==> src/rtl/branch_compare_unit.sv <==
// Multi-cycle branch comparator: walks WIDTH-bit operands SLICE bits per cycle from the
// MSB slice and resolves the RISC-V EQ/NE/LT/GE/LTU/GEU conditions, with optional early exit.
module branch_compare_unit #(
  parameter int WIDTH      = 32,
  parameter int SLICE      = 8,
  parameter int EARLY_EXIT = 1
) (
  input  logic             clk,
  input  logic             rst_n,
  input  logic             start,
  input  logic [2:0]       mode,
  input  logic [WIDTH-1:0] a,
  input  logic [WIDTH-1:0] b,
  input  logic             flush,
  output logic             ready,
  output logic             done,
  output logic             result,
  output logic             equal,
  output logic             less_s,
  output logic             less_u,
  output logic             illegal
);

  localparam int NSLICE = WIDTH / SLICE;
  localparam int IDX_W  = (NSLICE > 1) ? $clog2(NSLICE) : 1;
  localparam logic [IDX_W-1:0] TOP_IDX  = IDX_W'(NSLICE - 1);
  localparam logic [SLICE-1:0] MSB_MASK = SLICE'(1) << (SLICE - 1);

  localparam logic [2:0] M_EQ  = 3'b000;
  localparam logic [2:0] M_NE  = 3'b001;
  localparam logic [2:0] M_LT  = 3'b100;
  localparam logic [2:0] M_GE  = 3'b101;
  localparam logic [2:0] M_LTU = 3'b110;
  localparam logic [2:0] M_GEU = 3'b111;

  typedef enum logic [1:0] {S_IDLE, S_BUSY, S_DONE} state_t;

  state_t           r_state, w_state_nxt;
  logic [WIDTH-1:0] r_a, r_b;
  logic [2:0]       r_mode;
  logic [IDX_W-1:0] r_idx;
  logic             r_diff, r_lt_s, r_lt_u;
  logic             r_result, r_equal, r_less_s, r_less_u, r_illegal;

  logic             w_accept, w_last, w_first;
  logic [SLICE-1:0] w_sa, w_sb;
  logic             w_diff, w_lt_u, w_lt_s;
  logic             w_done, w_result, w_illegal;

  assign w_accept = start && (r_state == S_IDLE) && !flush;

  // Current slice; the top slice is compared in offset-binary form to get the signed order.
  assign w_sa   = r_a[int'(r_idx)*SLICE +: SLICE];
  assign w_sb   = r_b[int'(r_idx)*SLICE +: SLICE];
  assign w_diff = (w_sa != w_sb);
  assign w_lt_u = (w_sa < w_sb);
  assign w_lt_s = (r_idx == TOP_IDX) ? ((w_sa ^ MSB_MASK) < (w_sb ^ MSB_MASK)) : w_lt_u;

  assign w_first = w_diff && !r_diff;
  assign w_last  = (r_idx == '0) || ((EARLY_EXIT != 0) && w_diff);

  always_comb begin
    // NOTE: every combinational output gets a default first so no path can infer a latch.
    w_state_nxt = r_state;
    case (r_state)
      S_IDLE:  if (w_accept) w_state_nxt = S_BUSY;
      S_BUSY:  if (flush) w_state_nxt = S_IDLE;
               else if (w_last) w_state_nxt = S_DONE;
      S_DONE:  w_state_nxt = S_IDLE;
      default: w_state_nxt = S_IDLE;
    endcase
  end

  assign w_illegal = (r_mode == 3'b010) || (r_mode == 3'b011);

  always_comb begin
    w_result = 1'b0;
    case (r_mode)
      M_EQ:    w_result = !r_diff;
      M_NE:    w_result = r_diff;
      M_LT:    w_result = r_lt_s;
      M_GE:    w_result = !r_lt_s;
      M_LTU:   w_result = r_lt_u;
      M_GEU:   w_result = !r_lt_u;
      default: w_result = 1'b0;
    endcase
  end

  // Fresh fields are presented only with an unflushed done; otherwise the last reported set holds.
  assign w_done  = (r_state == S_DONE) && !flush;
  assign ready   = (r_state == S_IDLE);
  assign done    = w_done;
  assign result  = w_done ? w_result  : r_result;
  assign equal   = w_done ? !r_diff   : r_equal;
  assign less_s  = w_done ? r_lt_s    : r_less_s;
  assign less_u  = w_done ? r_lt_u    : r_less_u;
  assign illegal = w_done ? w_illegal : r_illegal;

  // NOTE: all state uses non-blocking assignments so every register samples pre-edge values.
  always_ff @(posedge clk or negedge rst_n) begin
    if (!rst_n) begin
      r_state   <= S_IDLE;
      r_a       <= '0;
      r_b       <= '0;
      r_mode    <= '0;
      r_idx     <= '0;
      r_diff    <= 1'b0;
      r_lt_s    <= 1'b0;
      r_lt_u    <= 1'b0;
      r_result  <= 1'b0;
      r_equal   <= 1'b0;
      r_less_s  <= 1'b0;
      r_less_u  <= 1'b0;
      r_illegal <= 1'b0;
    end else begin
      r_state <= w_state_nxt;
      if (w_accept) begin
        r_a    <= a;
        r_b    <= b;
        r_mode <= mode;
        r_idx  <= TOP_IDX;
        r_diff <= 1'b0;
        r_lt_s <= 1'b0;
        r_lt_u <= 1'b0;
      end else if ((r_state == S_BUSY) && !flush) begin
        if (w_first) begin
          r_diff <= 1'b1;
          r_lt_s <= w_lt_s;
          r_lt_u <= w_lt_u;
        end
        if (!w_last) r_idx <= r_idx - 1'b1;
      end
      if (w_done) begin
        r_result  <= w_result;
        r_equal   <= !r_diff;
        r_less_s  <= r_lt_s;
        r_less_u  <= r_lt_u;
        r_illegal <= w_illegal;
      end
    end
  end

endmodule

==> config.mk <==
export PLATFORM = sky130hd
export DESIGN_NAME = branch_compare_unit
export DESIGN_NICKNAME = d
export VERILOG_FILES = /design/src/rtl/branch_compare_unit.sv
export SDC_FILE = /design/constraint.sdc
export NUM_CORES = 1
export LEC_CHECK = 0
export CORE_ASPECT_RATIO = 1.1
export CORE_MARGIN = 4
export CORE_UTILIZATION = 46
export CTS_CLUSTER_DIAMETER = 80
export DETAILED_ROUTE_END_ITERATION = 16
export GPL_ROUTABILITY_DRIVEN = 0
export GPL_TIMING_DRIVEN = 0
export PLACE_DENSITY = 0.87
export REMOVE_ABC_BUFFERS = 1
export SLEW_MARGIN = 20
export SYNTH_ARGS = -nofsm -noshare
export SYNTH_HDL_FRONTEND = slang
export SYNTH_SLANG_ARGS = --single-unit
==> constraint.sdc <==
create_clock -name clk -period 2.5 [get_ports clk]
set_input_delay 0.75 -clock clk [delete_from_list [all_inputs] [get_ports clk]]
set_output_delay 0.75 -clock clk [all_outputs]
set_load 0.01 [all_outputs]
## Word-level counts from Yosys, hierarchy flattened

Index checks and enable logic that the tools add are counted.

| operators by class | value |
|---|---|
| add/sub/neg operators | 1 |
| $lt $le $gt $ge | 2 |
| eq/ne operators | 14 |
| shift-type cells | 2 |
| muxes and demuxes | 23 |
| bitwise logic cells | 2 |
| reduce and logical (&&, ||, !) cells | 19 |

Operator list:

| kind | number |
|---|---|
| variable part select 32 x 6 -> 8 bit | 2 |
| < comparator 8 bit | 2 |
| 2-to-1 mux 1 bit | 15 |
| equality test 3 bit (second input constant) | 4 |
| 2-to-1 mux 2 bit | 6 |
| inequality test 8 bit | 1 |
| equality test 3 x 2 -> 1 bit (second input constant) | 2 |
| one-hot mux 1 bit (6 select lines) | 1 |
| AND reduction 2 bit | 3 |
| logical AND 1 bit | 5 |
| equality test 2 bit (second input constant) | 2 |
| logical NOT 1 bit | 4 |
| logical NOT 2 bit | 2 |
| one-hot mux 2 bit (2 select lines) | 1 |
| nonzero test 2 bit | 2 |
| equality test 3 x 1 -> 1 bit (second input constant) | 1 |
| logical NOT 3 bit | 1 |
| inequality test 3 bit (second input constant) | 1 |
| equality test 2 x 1 -> 1 bit (second input constant) | 1 |
| logical OR 1 bit | 2 |
| inequality test 2 x 1 -> 1 bit (second input constant) | 1 |
| inequality test 2 bit (second input constant) | 1 |
| NOT 1 bit | 2 |
| subtractor 2 x 1 -> 2 bit (second input constant) | 1 |

| storage, ports and cells | value |
|---|---|
| register bits after elaboration | 79 |
| output and inout port bits | 7 |
| logic and storage cells | 76 |

## Longest topological paths before layout

Gate-level depths: netlist (run 1).

| depth | value |
|---|---|
| word-level depth | 7 |
| mapped depth | 10 |
| depth with buffers taken out | 7 |

## Least setup slack after synthesis (run 1)

No wires, ideal clock.

| timing path | value |
|---|---|
| path kind | reg2reg |
| start point | register r_idx[0] |
| end point | register r_idx[0] |
| data arrival time | 2651 ps |
| slack | -285 ps |
| cell stages (with the launch flop) | 10 |
| path buffers | 3 |
| path through | dfrtp_1 -> buf_2 -> buf_2 -> mux4_2 -> ha_1 -> nand4_1 -> or4_1 -> buf_2 -> xnor2_1 -> nand2_1 |

| on the way | value |
|---|---|
| word-level cells in the longest chain between the ends | 5 |
| elaborated cells on any way between the ends | 11 |
| those cells by class | add/sub: 1; eq/ne: 2; shift: 2; mux: 3; reduce/logical: 3 |

RTL lines:

| element | line | text |
|---|---|---|
| from (decl) | 41 | `logic [IDX_W-1:0] r_idx;` |
| from (signal assigned) | 131 | `if (!w_last) r_idx <= r_idx - 1'b1;` |
| variable part select 32 x 6 -> 8 bit (on tied branches) | 53, 54 |  |
| inequality test 8 bit | 55 | `assign w_diff = (w_sa != w_sb);` |
| logical OR 1 bit | 60 | `assign w_last = (r_idx == '0) \|\| ((EARLY_EXIT != 0) && w_diff);` |
| inequality test 2 bit (no source line) | - |  |
| AND reduction 2 bit (no source line) | - |  |

Several ways; a longest one is shown, not always the timed one. The select of a mux whose other input is x is not followed.
A chain may end at the register's enable or synchronous reset.

## Worst setup path after layout (run 1)

Ends and elaborated chain as after synthesis.

==> impl_metrics.env, run 1 <==
export IMPL_run_status="finished, violations left"
export IMPL_violations="negative setup slack"
export IMPL_cts_sinks=79
export IMPL_path_max_fanout=5
export IMPL_dieArea_um2=9450
export IMPL_skew_ns=0.0120
export IMPL_drtAntennaViolNets=0
export IMPL_fin_crit_sh=1.02
export IMPL_yosysWarnings=0
export IMPL_rsz0062_at_grt="true"
export IMPL_finalSetupViolations=2
export IMPL_p_int_mw=2.68
export IMPL_core_area_um2=7600
export IMPL_hp_class="input port to async pin"
export IMPL_clk_path_buf_depth=2
export IMPL_grt_first_pass_wirelength_mm=13.6
export IMPL_worst_ep_arrival_time_ns=2.80
export IMPL_num_antenna_cells=0
export IMPL_grt_pass1_vias=2996
export IMPL_die_x_um=93.1
export IMPL_fin_util=0.655
export IMPL_grt_ovfl_total=0
export IMPL_num_rows=33
export IMPL_area_growth_pct=36.0
export IMPL_drtIter0Drc=86
export IMPL_fillers=643
export IMPL_ioPinCount=78
export IMPL_p_leak_nw=2.54
export IMPL_cts_buffers=9
export IMPL_drt_first_pass_iters=4
export IMPL_clk_latency_ns=0.35
export IMPL_worstMarginPinSlew_ns=0.539
export IMPL_numPortBuffers=77
export IMPL_drt_wl_total_mm=8.27
export IMPL_clk_pin_slew_ns=0.08
export IMPL_dp_slack_ns=-0.838
export IMPL_grt_usage=0.183
export IMPL_top_layer="met4"
export IMPL_avgSynthCellArea_um2=9.49
export IMPL_ys_types=28
export IMPL_drcViolationCount=0
export IMPL_pwr_share_clk=0.318
export IMPL_drv_cap=0
export IMPL_startpoint_type="register"
export IMPL_synth_cells=386
export IMPL_die_y_um=102
export IMPL_wl_met1_mm=3.44
export IMPL_tritoncts="yes"
export IMPL_hpwl_mm=5.90
export IMPL_h_tree_depth=3
export IMPL_swShare=0.268
export IMPL_required_ns=2.74
export IMPL_p_per_area_nw_per_um2=735
export IMPL_routedWlPerCell_um=14.1
export IMPL_route_met2_wl_mm=4.34
export IMPL_combPwrFrac=0.229
export IMPL_route_met3_wl_um=381
export IMPL_slew_headroom=0.640
export IMPL_fin_crit_ns=2.56
export IMPL_path_class="register to register"
export IMPL_clock_fmax_ghz=0.391
export IMPL_initial_core_util=0.482
export IMPL_syn_area_um2=3660
export IMPL_endpoint_kind="register"
export IMPL_hold_violations=0
export IMPL_ys_seq_elements=79
export IMPL_dr_total_vias=2892
export IMPL_cts_root_buf="clkbuf_8"
export IMPL_finalMaxSlewViolations=0
export IMPL_ys_seq_area_frac=0.540
export IMPL_grt_max_degree=46
export IMPL_switchingPower_mw=0.980
export IMPL_viasPerCell=4.94
export IMPL_vdd_ir_drop_worst_mv=0.324
export IMPL_drive_gt1_frac=0.154
export IMPL_antenna_found_initial=0
export IMPL_postCtsHoldBufs=0
export IMPL_setup_ws_ns=-0.0558
export IMPL_p_seq_frac=0.453
export IMPL_nNetsFinal=559
[per-layer routing]
layer  up-vias  track usage
met1      1401        0.222
met2        63        0.327
met4         0       0.0586
met3        11       0.0401
li1       1417            -
met5         -            0
[timing repair]
item | in CTS | in global routing
pin swaps | 2 | 4
hold endpoints to repair | 0 | 0
buffers inserted | 7 | 4
setup endpoints to repair | 12 | 7
gates resized for setup | 25 | 10
[power by group through the flow]
stage | registers [mW] | clock network (mW) | logic [mW]
after floorplan | 1.63 | 0 | 0.488
after global placement | 1.66 | 0 | 0.773
after CTS | 1.66 | 1.18 | 0.814
final | 1.66 | 1.16 | 0.838
after detailed placement | 1.68 | 0 | 0.804
after global routing | 1.69 | 1.25 | 0.946
[final timing paths]
check | start | to | slack (ns) | cells after the start
setup / recovery | r_idx[0]$_DFFE_PN0P_ | r_idx[0]$_DFFE_PN0P_ | -0.06 | 7
hold / removal | rst_n | r_b[12]$_DFFE_PN0P_ | 0.35 | 1
setup reg to reg | r_idx[0]$_DFFE_PN0P_ | r_idx[0]$_DFFE_PN0P_ | -0.06 | 7
hold reg to reg | r_a[11]$_DFFE_PN0P_ | r_a[11]$_DFFE_PN0P_ | 0.47 | 2
max in group asynchronous | rst_n | r_idx[0]$_DFFE_PN0P_ | 1.55 | 2
min in group clk | r_a[11]$_DFFE_PN0P_ | r_a[11]$_DFFE_PN0P_ | 0.47 | 2
[Yosys cell counts]
library cell | instances | share of area
mux4_2 | 16 | 0.098
nand3_1 | 3 | 0.0041
buf_1 | 1 | 0.0010
nor2b_1 | 1 | 0.0017
o211ai_1 | 1 | 0.0021
dfrtp_1 | 79 | 0.54
clkbuf_1 | 13 | 0.013
a211oi_1 | 1 | 0.0021
a21oi_1 | 2 | 0.0027
nand3b_1 | 1 | 0.0021
ha_1 | 11 | 0.038
nand4_1 | 2 | 0.0034
nor4b_1 | 2 | 0.0048
or3b_1 | 1 | 0.0024
mux2i_1 | 1 | 0.0027
o21ai_0 | 5 | 0.0068
buf_2 | 6 | 0.0082
nor2_1 | 4 | 0.0041
xor2_1 | 2 | 0.0048
inv_1 | 13 | 0.013
mux2_2 | 4 | 0.012
xnor2_1 | 2 | 0.0048
or4_1 | 1 | 0.0021
o21a_1 | 1 | 0.0021
nand2b_1 | 1 | 0.0017
o22a_1 | 1 | 0.0024
o31ai_1 | 3 | 0.0061
nand2_1 | 208 | 0.21
[registers in the layout, indices dropped and copies added (netlist names), 2 cells and up]
name     cells
r_a         32
r_b         32
r_idx        2
r_mode       3
r_state      2
[logic make-up (layout without fill, tap and decap cells)]
logic type                 Yosys count  after routing  share of synthesized area
muxes                               21             21                      0.113
DFF                                 79             79                      0.540
buffers and inverters               33            128                     0.0359
xor gates and xnor gates             4              4                    0.00957
and+or+nand+nor                    224            224                      0.239
AOI/OAI and AO/OA                   14             14                     0.0243
adders and majority gates           11             11                     0.0376
[per-stage QoR]
step | total power [mW] | setup TNS (ns) | hold WS [ns] | cell area [µm²] | std cells
floorplan | 2.12 | -242.61 | 0.440 | 3580 | 366
global placement | 2.43 | -579.92 | 0.451 | 4480 | 548
detailed placement | 2.49 | -7.76 | 0.459 | 4600 | 560
CTS | 3.65 | 0 | 0.354 | 4920 | 582
global route | 3.88 | -0.454 | 0.354 | 4980 | 586
finish | 3.66 | -0.0764 | 0.348 | 4980 | 586
[final cells by class]
cell class | instances | area [µm²] | share of cell area
well taps | 105 | 131 | 0.0264
clock buffers | 12 | 155 | 0.0312
inverters | 13 | 48.8 | 0.00980
clock inverters | 3 | 90.1 | 0.0181
multi-input cells | 274 | 1620 | 0.325
repair buffers | 100 | 956 | 0.192
flip-flops and latches | 79 | 1980 | 0.398
[critical path, cell delays in order (launching register included)]
cell and delay (ns):
dfrtp_4 0.52, buf_4 0.15, mux4_2 0.46, ha_4 0.30, nand4_1 0.17, or4_4 0.62, xnor2_2 0.15, nand2_1 0.08
[layout by cell type (no fill, tap or decap), drive strengths merged, types with 4 or more instances in the layout]
| cell type | instances |
|---|---|
| dfrtp | 79 |
| ha | 11 |
| buf | 27 |
| mux2 | 4 |
| nand2 | 208 |
| clkbuf | 14 |
| nor2 | 4 |
| clkdlybuf4s50 | 69 |
| inv | 13 |
| mux4 | 16 |
| o21ai | 5 |
(Power assumes the default switching activity.)
==> run 2, diff against run 1 <==
Settings changed: CAP_MARGIN from default to 30, GPL_TIMING_DRIVEN 0 to default.
==> run 2 against run 1 <==
The run now ends clean. Critical path depth stayed put. Count of clock-buffer cells in the layout stayed put. Global-route usage is 0.92 points higher. Sequential share of layout area is 0.13 points lower. Clock skew is 0.0044 ns lower. Maximum frequency is 2.6% higher. Via count is 1.7% higher. Utilization is 0.082 points higher. Worst setup slack better by 0.066 ns. Die area stayed put. Sequential cell count stayed put. First-iteration DRC count is 110% higher. Largest cell class unchanged.
==> impl_metrics.env, run 2 (synthesis results as in run 1) <==
export IMPL_clk_pin_slew_ns=0.08
export IMPL_r2r_end="r_idx[1]$_DFFE_PN0P_"
export IMPL_grt_pass1_vias=3101
export IMPL_antenna_found_initial=0
export IMPL_skew_ns=0.00758
export IMPL_final_cell_mix="206 x nand2_1, 78 x dfrtp_1, 69 x clkdlybuf4s50_1"
export IMPL_placed_cell_area_um2=4640
export IMPL_clk_latency_ns=0.36
export IMPL_mostFrequentLayoutCell="nand2_1"
export IMPL_area_growth_pct=36.1
export IMPL_fillers=607
export IMPL_drt_first_pass_iters=4
export IMPL_dr_total_vias=2940
export IMPL_finalSetupViolations=0
export IMPL_hpwl_mm=6.03
export IMPL_vdd_ir_drop_worst_mv=0.330
export IMPL_worst_ep_arrival_time_ns=2.70
export IMPL_grt_busiest_layer="met2"
export IMPL_path_max_fanout=7
export IMPL_gr_usage_met2=0.339
export IMPL_num_rows=33
export IMPL_finalMaxSlewViolations=0
export IMPL_rsz0062_at_grt="true"
export IMPL_drive_gt1_frac=0.155
export IMPL_drv_cap=0
export IMPL_h_tree_depth=3
export IMPL_drtIter0Drc=180
export IMPL_tritoncts="yes"
export IMPL_run_status="complete, no violations"
export IMPL_drtAntennaViolNets=0
export IMPL_nNetsFinal=560
export IMPL_dp_slack_ns=-0.687
export IMPL_fin_util=0.656
export IMPL_cts_sinks=79
export IMPL_hold_violations=0
export IMPL_num_antenna_cells=0
export IMPL_cts_buffers=9
export IMPL_grt_max_degree=49
export IMPL_grt_usage=0.192
export IMPL_die_y_um=102
export IMPL_die_x_um=93.1
export IMPL_final_area_um2=4990
export IMPL_hp_class="input port to async pin"
export IMPL_numPortBuffers=77
export IMPL_setup_ws_ns=0.00978
export IMPL_endpoint="r_idx[1]$_DFFE_PN0P_"
export IMPL_slew_headroom=0.631
export IMPL_crit_start="r_idx[0]$_DFFE_PN0P_"
export IMPL_r2r_start="r_idx[0]$_DFFE_PN0P_"
export IMPL_grt_ovfl_total=0
export IMPL_grtUsageMet3=0.0453
export IMPL_met1_usage=0.228
export IMPL_drt_wl_total_mm=8.88
export IMPL_postCtsHoldBufs=0
export IMPL_reg2reg_setup_slack_ns=0.01
export IMPL_worstMarginPinSlew_ns=0.553
export IMPL_required_ns=2.71
export IMPL_drcViolationCount=0
export IMPL_viasPerCell=5.00
export IMPL_fin_tns_setup_ns=0
export IMPL_p_per_area_nw_per_um2=714
export IMPL_initial_core_util=0.482
export IMPL_startpoint_type="register"
export IMPL_multi_input_area_um2=1630
export IMPL_cts_root_buf="clkbuf_8"
export IMPL_fin_crit_sh=0.996
export IMPL_clock_fmax_ghz=0.402
export IMPL_p_leak_nw=2.52
export IMPL_routedWlPerCell_um=15.1
export IMPL_regArea_um2=1980
export IMPL_path_class="register to register"
export IMPL_grt_first_pass_wirelength_mm=14.1
export IMPL_dieArea_um2=9450
export IMPL_clk_path_buf_depth=2
export IMPL_core_area_um2=7600
export IMPL_reg_top3="r_a x32, r_b x32, r_mode x3"
export IMPL_rr_worst_depth=7
export IMPL_endpoint_kind="register"
export IMPL_fin_crit_ns=2.49
export IMPL_ioPinCount=78
==> run 2: cell type report <==
| class | instances | area share |
|---|---|---|
| flip-flops and latches | 79 | 0.397 |
| multi-input cells | 274 | 0.326 |
| repair buffers | 101 | 0.199 |
| clock buffers | 12 | 0.0271 |
| well taps | 105 | 0.0263 |
| clock inverters | 4 | 0.0141 |
| inverters | 13 | 0.00979 |
==> run 2: what timing repair did <==
action,in CTS,in global routing
setup endpoints to repair,6,10
gates resized for setup,29,13
cloned,0,1
setup buffers,3,6
pin swaps,1,3
==> run 2: how the worst min path moves through the flow <==
stage | startpoint | end
final | rst_n | r_b[4]$_DFFE_PN0P_
after global routing | rst_n | r_b[4]$_DFFE_PN0P_
after CTS | rst_n | r_mode[0]$_DFFE_PN0P_
after detailed placement | r_a[16]$_DFFE_PN0P_ | r_a[16]$_DFFE_PN0P_
after global placement | r_a[1]$_DFFE_PN0P_ | r_a[1]$_DFFE_PN0P_
after floorplan | r_a[16]$_DFFE_PN0P_ | r_a[16]$_DFFE_PN0P_
==> run 2: per-stage QoR <==
step,power [mW],hold slack (ns),std cells
floorplan,2.12,0.440,366
global placement,2.44,0.453,562
detailed placement,2.50,0.459,562
CTS,3.52,0.385,581
global route,3.76,0.400,588
finish,3.56,0.370,588
==> run 2: per-layer routing <==
layer  routed length [µm]  up-vias
met2                 4680       83
met3                  464       22
met5                    0        -
li1                     -     1420
met4                  186        0
met1                 3550     1415
==> run 2: where the power goes <==
part / leakage [nW] / total, mW / switching, mW / internal [mW]
registers: 0.980 / 1.66 / 0.143 / 1.52
logic: 1.43 / 0.872 / 0.403 / 0.469
clock network: 0.104 / 1.03 / 0.464 / 0.561
total: 2.52 / 3.56 / 1.01 / 2.55
==> run 2: worst max-delay path, stage by stage, from the launching register on <==
cell	delay (ns)
dfrtp_2	0.45
buf_12	0.16
mux4_2	0.52
ha_1	0.31
nand4_1	0.18
or4_4	0.51
nand2_2	0.10
o211ai_1	0.12
==> edit 1 (settings of run 2) <==
Encoding of `state_t`: now one-hot (3 bits for 3 states).
--- a/src/rtl/branch_compare_unit.sv
+++ b/src/rtl/branch_compare_unit.sv
@@ -34,5 +34,5 @@
   localparam logic [2:0] M_GEU = 3'b111;
 
-  typedef enum logic [1:0] {S_IDLE, S_BUSY, S_DONE} state_t;
+  typedef enum logic [2:0] {S_IDLE = 3'b001, S_BUSY = 3'b010, S_DONE = 3'b100} state_t;
 
   state_t           r_state, w_state_nxt;
Check against the original RTL: same outputs for any inputs over 10 cycles, from zero or initial values and one cycle with rst_n low; not proved beyond that.
==> edit 1 against run 2 <==
  * The run now ends with negative setup slack left
  * Clock power decreased by 11%
  * Wire length shrank 15%
  * Die area grew 0.84%
  * Largest power group unchanged
  * Register-to-register slack improved by 0.05 ns
  * Area after synthesis is 0.92% higher
  * Clock skew about the same
  * Setup slack worse by 0.040 ns
  * Critical path type is now input pin to primary output
  * Core utilization is 0.99 points lower
  * Non-clock buffer count up 2
  * Sequential cell count is 1 higher
  * Cell area increased by 2.0%
  * Count of clock-buffer cells in the layout down 2
  * First-iteration DRC count decreased by 62%
  * Total power shrank 2.1%
==> edit 1: results (changes against run 2) <==
Fillers: 605 (was 607)
Largest net degree at the start of global routing: 81 (was 49)
Library cells used by synthesis: 30 (was 28)
Mux contribution to synthesized area: 0.3138 (was 0.1134)
Global Route Usage Sum: 0.1649 (was 0.1923)
Antenna violations before repair: 0 (unchanged)
Vias in the first global route: 2,581 (was 3,101)
Setup TNS Final: -0.06539 ns (was 0 ns)
Via density: 5.183 (was 5.000)
Seq/Total Area, Yosys: 0.5420 (was 0.5398)
DR iter-0 viols: 69 (was 180)
Final nets: 429 (was 560)
Met1 Usage GRT: 0.1887 (was 0.2279)
IR Drop Worst-Case VDD: 0.3532 mV (was 0.3304 mV)
Biggest regs: r_a (32), r_b (32) (was r_a (32), r_b (32), r_mode (3))
Layout Cells excl Fill: 460 (was 588)
Crit-path slowest cell: mux2_4 (was mux4_2)
Pleak: 2.217 nW (was 2.519 nW)
CTS H-tree depth: 3 (unchanged)
Diode count: 0 (unchanged)
CP max stage delay: 0.30 ns (was 0.52 ns)
Failing checks: negative setup slack
Post-Place Cell Area: 0.004687 sq mm (was 0.004641 sq mm)
Critical Path AT: 1.78 ns (was 2.70 ns)
Top cell family by delay on the critical path: buffers and inverters (was simple AND/OR/NAND/NOR gates)
XOR/XNOR share of the synthesized area: 0.006770 (was 0.009566)
M3 GR Usage: 0.04197 (was 0.04532)
Outcome: complete, but fails checks (was complete, no violations)
Final worst slack: -0.02978 ns (was 0.009778 ns)
Routed WL: 7545 microns (was 8875 microns)
Post-Synth Adder-Cell Area: 0.03724 (was 0.03758)
First-pass GRT wire length: 12,060 microns (was 14,120 microns)
GR Layer Usage met2: 0.2965 (was 0.3385)
Synth warnings: 0 (unchanged)
HPWL after DPL: 5260 microns (was 6031 microns)
Crit Path Max Fanout: 4 (was 7)
Most frequent cells after synthesis: dfrtp_1, mux2_2, mux4_2 (was nand2_1, dfrtp_1, mux4_2)
Max-slew headroom: 0.6636 (was 0.6314)
Synth area leaders: dfrtp_1, mux2_2, mux4_2, ha_1, inv_1 (was dfrtp_1, nand2_1, mux4_2, ha_1, clkbuf_1)
Post-Syn Instances: 246 (was 386)
Setup-failing EPs final: 3 (was 0)
Final Skew: 0.007722 ns (was 0.007578 ns)
Setup WS pre-CTS: -0.6929 ns (was -0.6874 ns)
Layout cells sized above 1: 0.4347 (was 0.1553)
[edit 1: where the power goes]
part	switching, mW	internal (mW)	leakage, nW
clock	0.458	0.456	0.0920
sequential	0.130	1.56	0.947
combinational	0.319	0.566	1.18
total	0.908	2.58	2.22
[edit 1: metrics by stage]
step,power [mW],util
finish,3.485,0.6464
global route,3.684,0.6464
global placement,2.478,0.5955
detailed placement,2.526,0.5955
CTS,3.454,0.6296
floorplan,2.200,-
[edit 1: metal layers]
layer / wire (microns) / part of all wire / up-vias
met5: 0 / 0 / -
met4: 135 / 0.018 / 0
met3: 397 / 0.053 / 11
met2: 4120 / 0.55 / 53
met1: 2891 / 0.38 / 1223
li1: - / - / 1097
[edit 1: worst paths after layout]
kind | cells after the start | startpoint | slack [ns] | end
worst min register to register | 1 | r_less_s | 0.50 | r_less_s
max in group asynchronous | 2 | rst_n | 1.71 | r_state[0]
worst min-delay path | 2 | rst_n | 0.41 | r_b[12]
min in group clk | 1 | r_less_s | 0.50 | r_less_s
worst max-delay path | 6 | flush | -0.03 | equal
worst max register to register | 7 | r_idx[0] | 0.06 | r_idx[0]
[edit 1: layout make-up]
cell class              instances  area share
flip-flops and latches         80      0.3942
clock buffers                  10     0.02509
multi-input cells             138      0.3269
repair buffers                103      0.2044
clock inverters                 6     0.01181
inverters                      15     0.01107
well taps                     108     0.02656
[edit 1: repair_timing]
item / in CTS / in global routing
resized for setup: 39 / 12
pin swaps: 1 / 6
endpoints found under the setup margin: 9 / 11
gates cloned: 0 / 1
buffers inserted: 7 / 4
[edit 1: cells by family (layout without fill, tap and decap cells)]
group,count (synthesis),after routing
and+or+nand+nor,22,22
AOI/OAI and AO/OA,16,16
xor gates and xnor gates,2,2
muxes,87,87
adders and majority gates,11,11
buffers and inverters,28,134
DFF,80,80
==> edit 2 (settings of run 2) <==
Without the edit above. Set the parameter `SLICE` to 16 (it was 8).
--- a/src/rtl/branch_compare_unit.sv
+++ b/src/rtl/branch_compare_unit.sv
@@ -3,5 +3,5 @@
 module branch_compare_unit #(
   parameter int WIDTH      = 32,
-  parameter int SLICE      = 8,
+  parameter int SLICE      = 16,
   parameter int EARLY_EXIT = 1
 ) (
Function: changed (Yosys sat finds a counterexample within 4 cycles, from zero or initial values and one cycle with rst_n low).
==> edit 2 against run 2 <==
  * The flow now finishes with violations (negative setup slack)
  * Wire length rose by 1.8%
  * Worst hold slack got worse by 0.038 ns
  * Via count rose by 4.2%
  * Final cell count rose by 3.9%
  * Total power fell by 0.38%
  * Cell area rose by 3.3%
  * Critical path depth rose by 1
  * Count of clock-buffer cells in the layout rose by 2
  * Combinational power rose by 3.3%
  * Sequential cell count fell by 1
  * Sequential power fell by 2%
  * Setup slack got worse by 0.036 ns
  * Area after synthesis rose by 1.7%
  * Critical endpoint is now r_lt_s
==> edit 2: results (changes against run 2) <==
Routed WL: 9039 microns (was 8875 microns)
Global Route Usage Sum: 0.1815 (was 0.1923)
Fraction of area in multi-input gates: 0.3560 (was 0.3265)
Crit-path slowest cell: or4_4 (was mux4_2)
Seq/Total Area, Yosys: 0.5242 (was 0.5398)
Setup-failing EPs final: 4 (was 0)
Worst skew pair latency: 0.34 ns (was 0.36 ns)
Failing checks: negative setup slack
Switching share of power: 0.2925 (was 0.2839)
Largest net degree at the start of global routing: 73 (was 49)
Final nets: 586 (was 560)
Post-Synth Adder-Cell Area: 0.05712 (was 0.03758)
PD cells: 688.5 mW/mm^2 (was 713.7 mW/mm^2)
Clock share of power: 0.290 (was 0.288)
Multi-input gates: 308 (was 274)
Fillers: 619 (was 607)
FF+latch count: 78 (was 79)
HPWL after DPL: 5730 microns (was 6031 microns)
Most frequent cells after synthesis: nand2_1, dfrtp_1, mux2i_1 (was nand2_1, dfrtp_1, mux4_2)
Max-slew headroom: 0.7188 (was 0.6314)
Final Skew: 0.007869 ns (was 0.007578 ns)
CP max stage delay: 0.63 ns (was 0.52 ns)
Metal3 WL: 362 microns (was 464 microns)
Final worst slack: -0.02610 ns (was 0.009778 ns)
Layout Cells excl Fill: 611 (was 588)
Clkbuf count: 14 (was 12)
Met1 Usage GRT: 0.2130 (was 0.2279)
Critical Path AT: 2.79 ns (was 2.70 ns)
Clk tree area frac: 0.04277 (was 0.04115)
Die X: 93.79 microns (was 93.08 microns)
Outcome: complete, but fails checks (was complete, no violations)
DR iter-0 viols: 137 (was 180)
IR Drop Worst-Case VDD: 0.2720 mV (was 0.3304 mV)
Nonclk buf count: 96 (was 101)
-- edit 2: timing repair --
| action | 4_1_cts | 5_1_grt |
|---|---|---|
| pin swaps | 1 | 9 |
| setup endpoints to repair | 6 | 9 |
| hold buffers | 0 | 0 |
| cloned | 0 | 2 |
| setup buffers | 3 | 5 |
| gates resized for setup | 23 | 32 |
-- edit 2: final timing paths --
check / start / end / slack [ns] / cells past startpoint
worst max register to register: r_idx / r_lt_s / -0.03 / 8
min in group clk: r_b[11] / r_b[11] / 0.48 / 2
worst min register to register: r_b[11] / r_b[11] / 0.48 / 2
max in group asynchronous: rst_n / r_idx / 1.55 / 2
worst min-delay path: rst_n / r_a[2] / 0.33 / 1
worst max-delay path: r_idx / r_lt_s / -0.03 / 8
-- edit 2: worst max-delay path, delay by kind of cell, from the launching register on --
kind	cells	cell delay, ns
AO/OA/AOI/OAI	2	0.31
adder cells (fa/ha/maj)	1	0.28
buffers and inverters	1	0.17
flip-flops	1	0.49
multiplexers	1	0.31
AND/OR/NAND/NOR	3	0.87
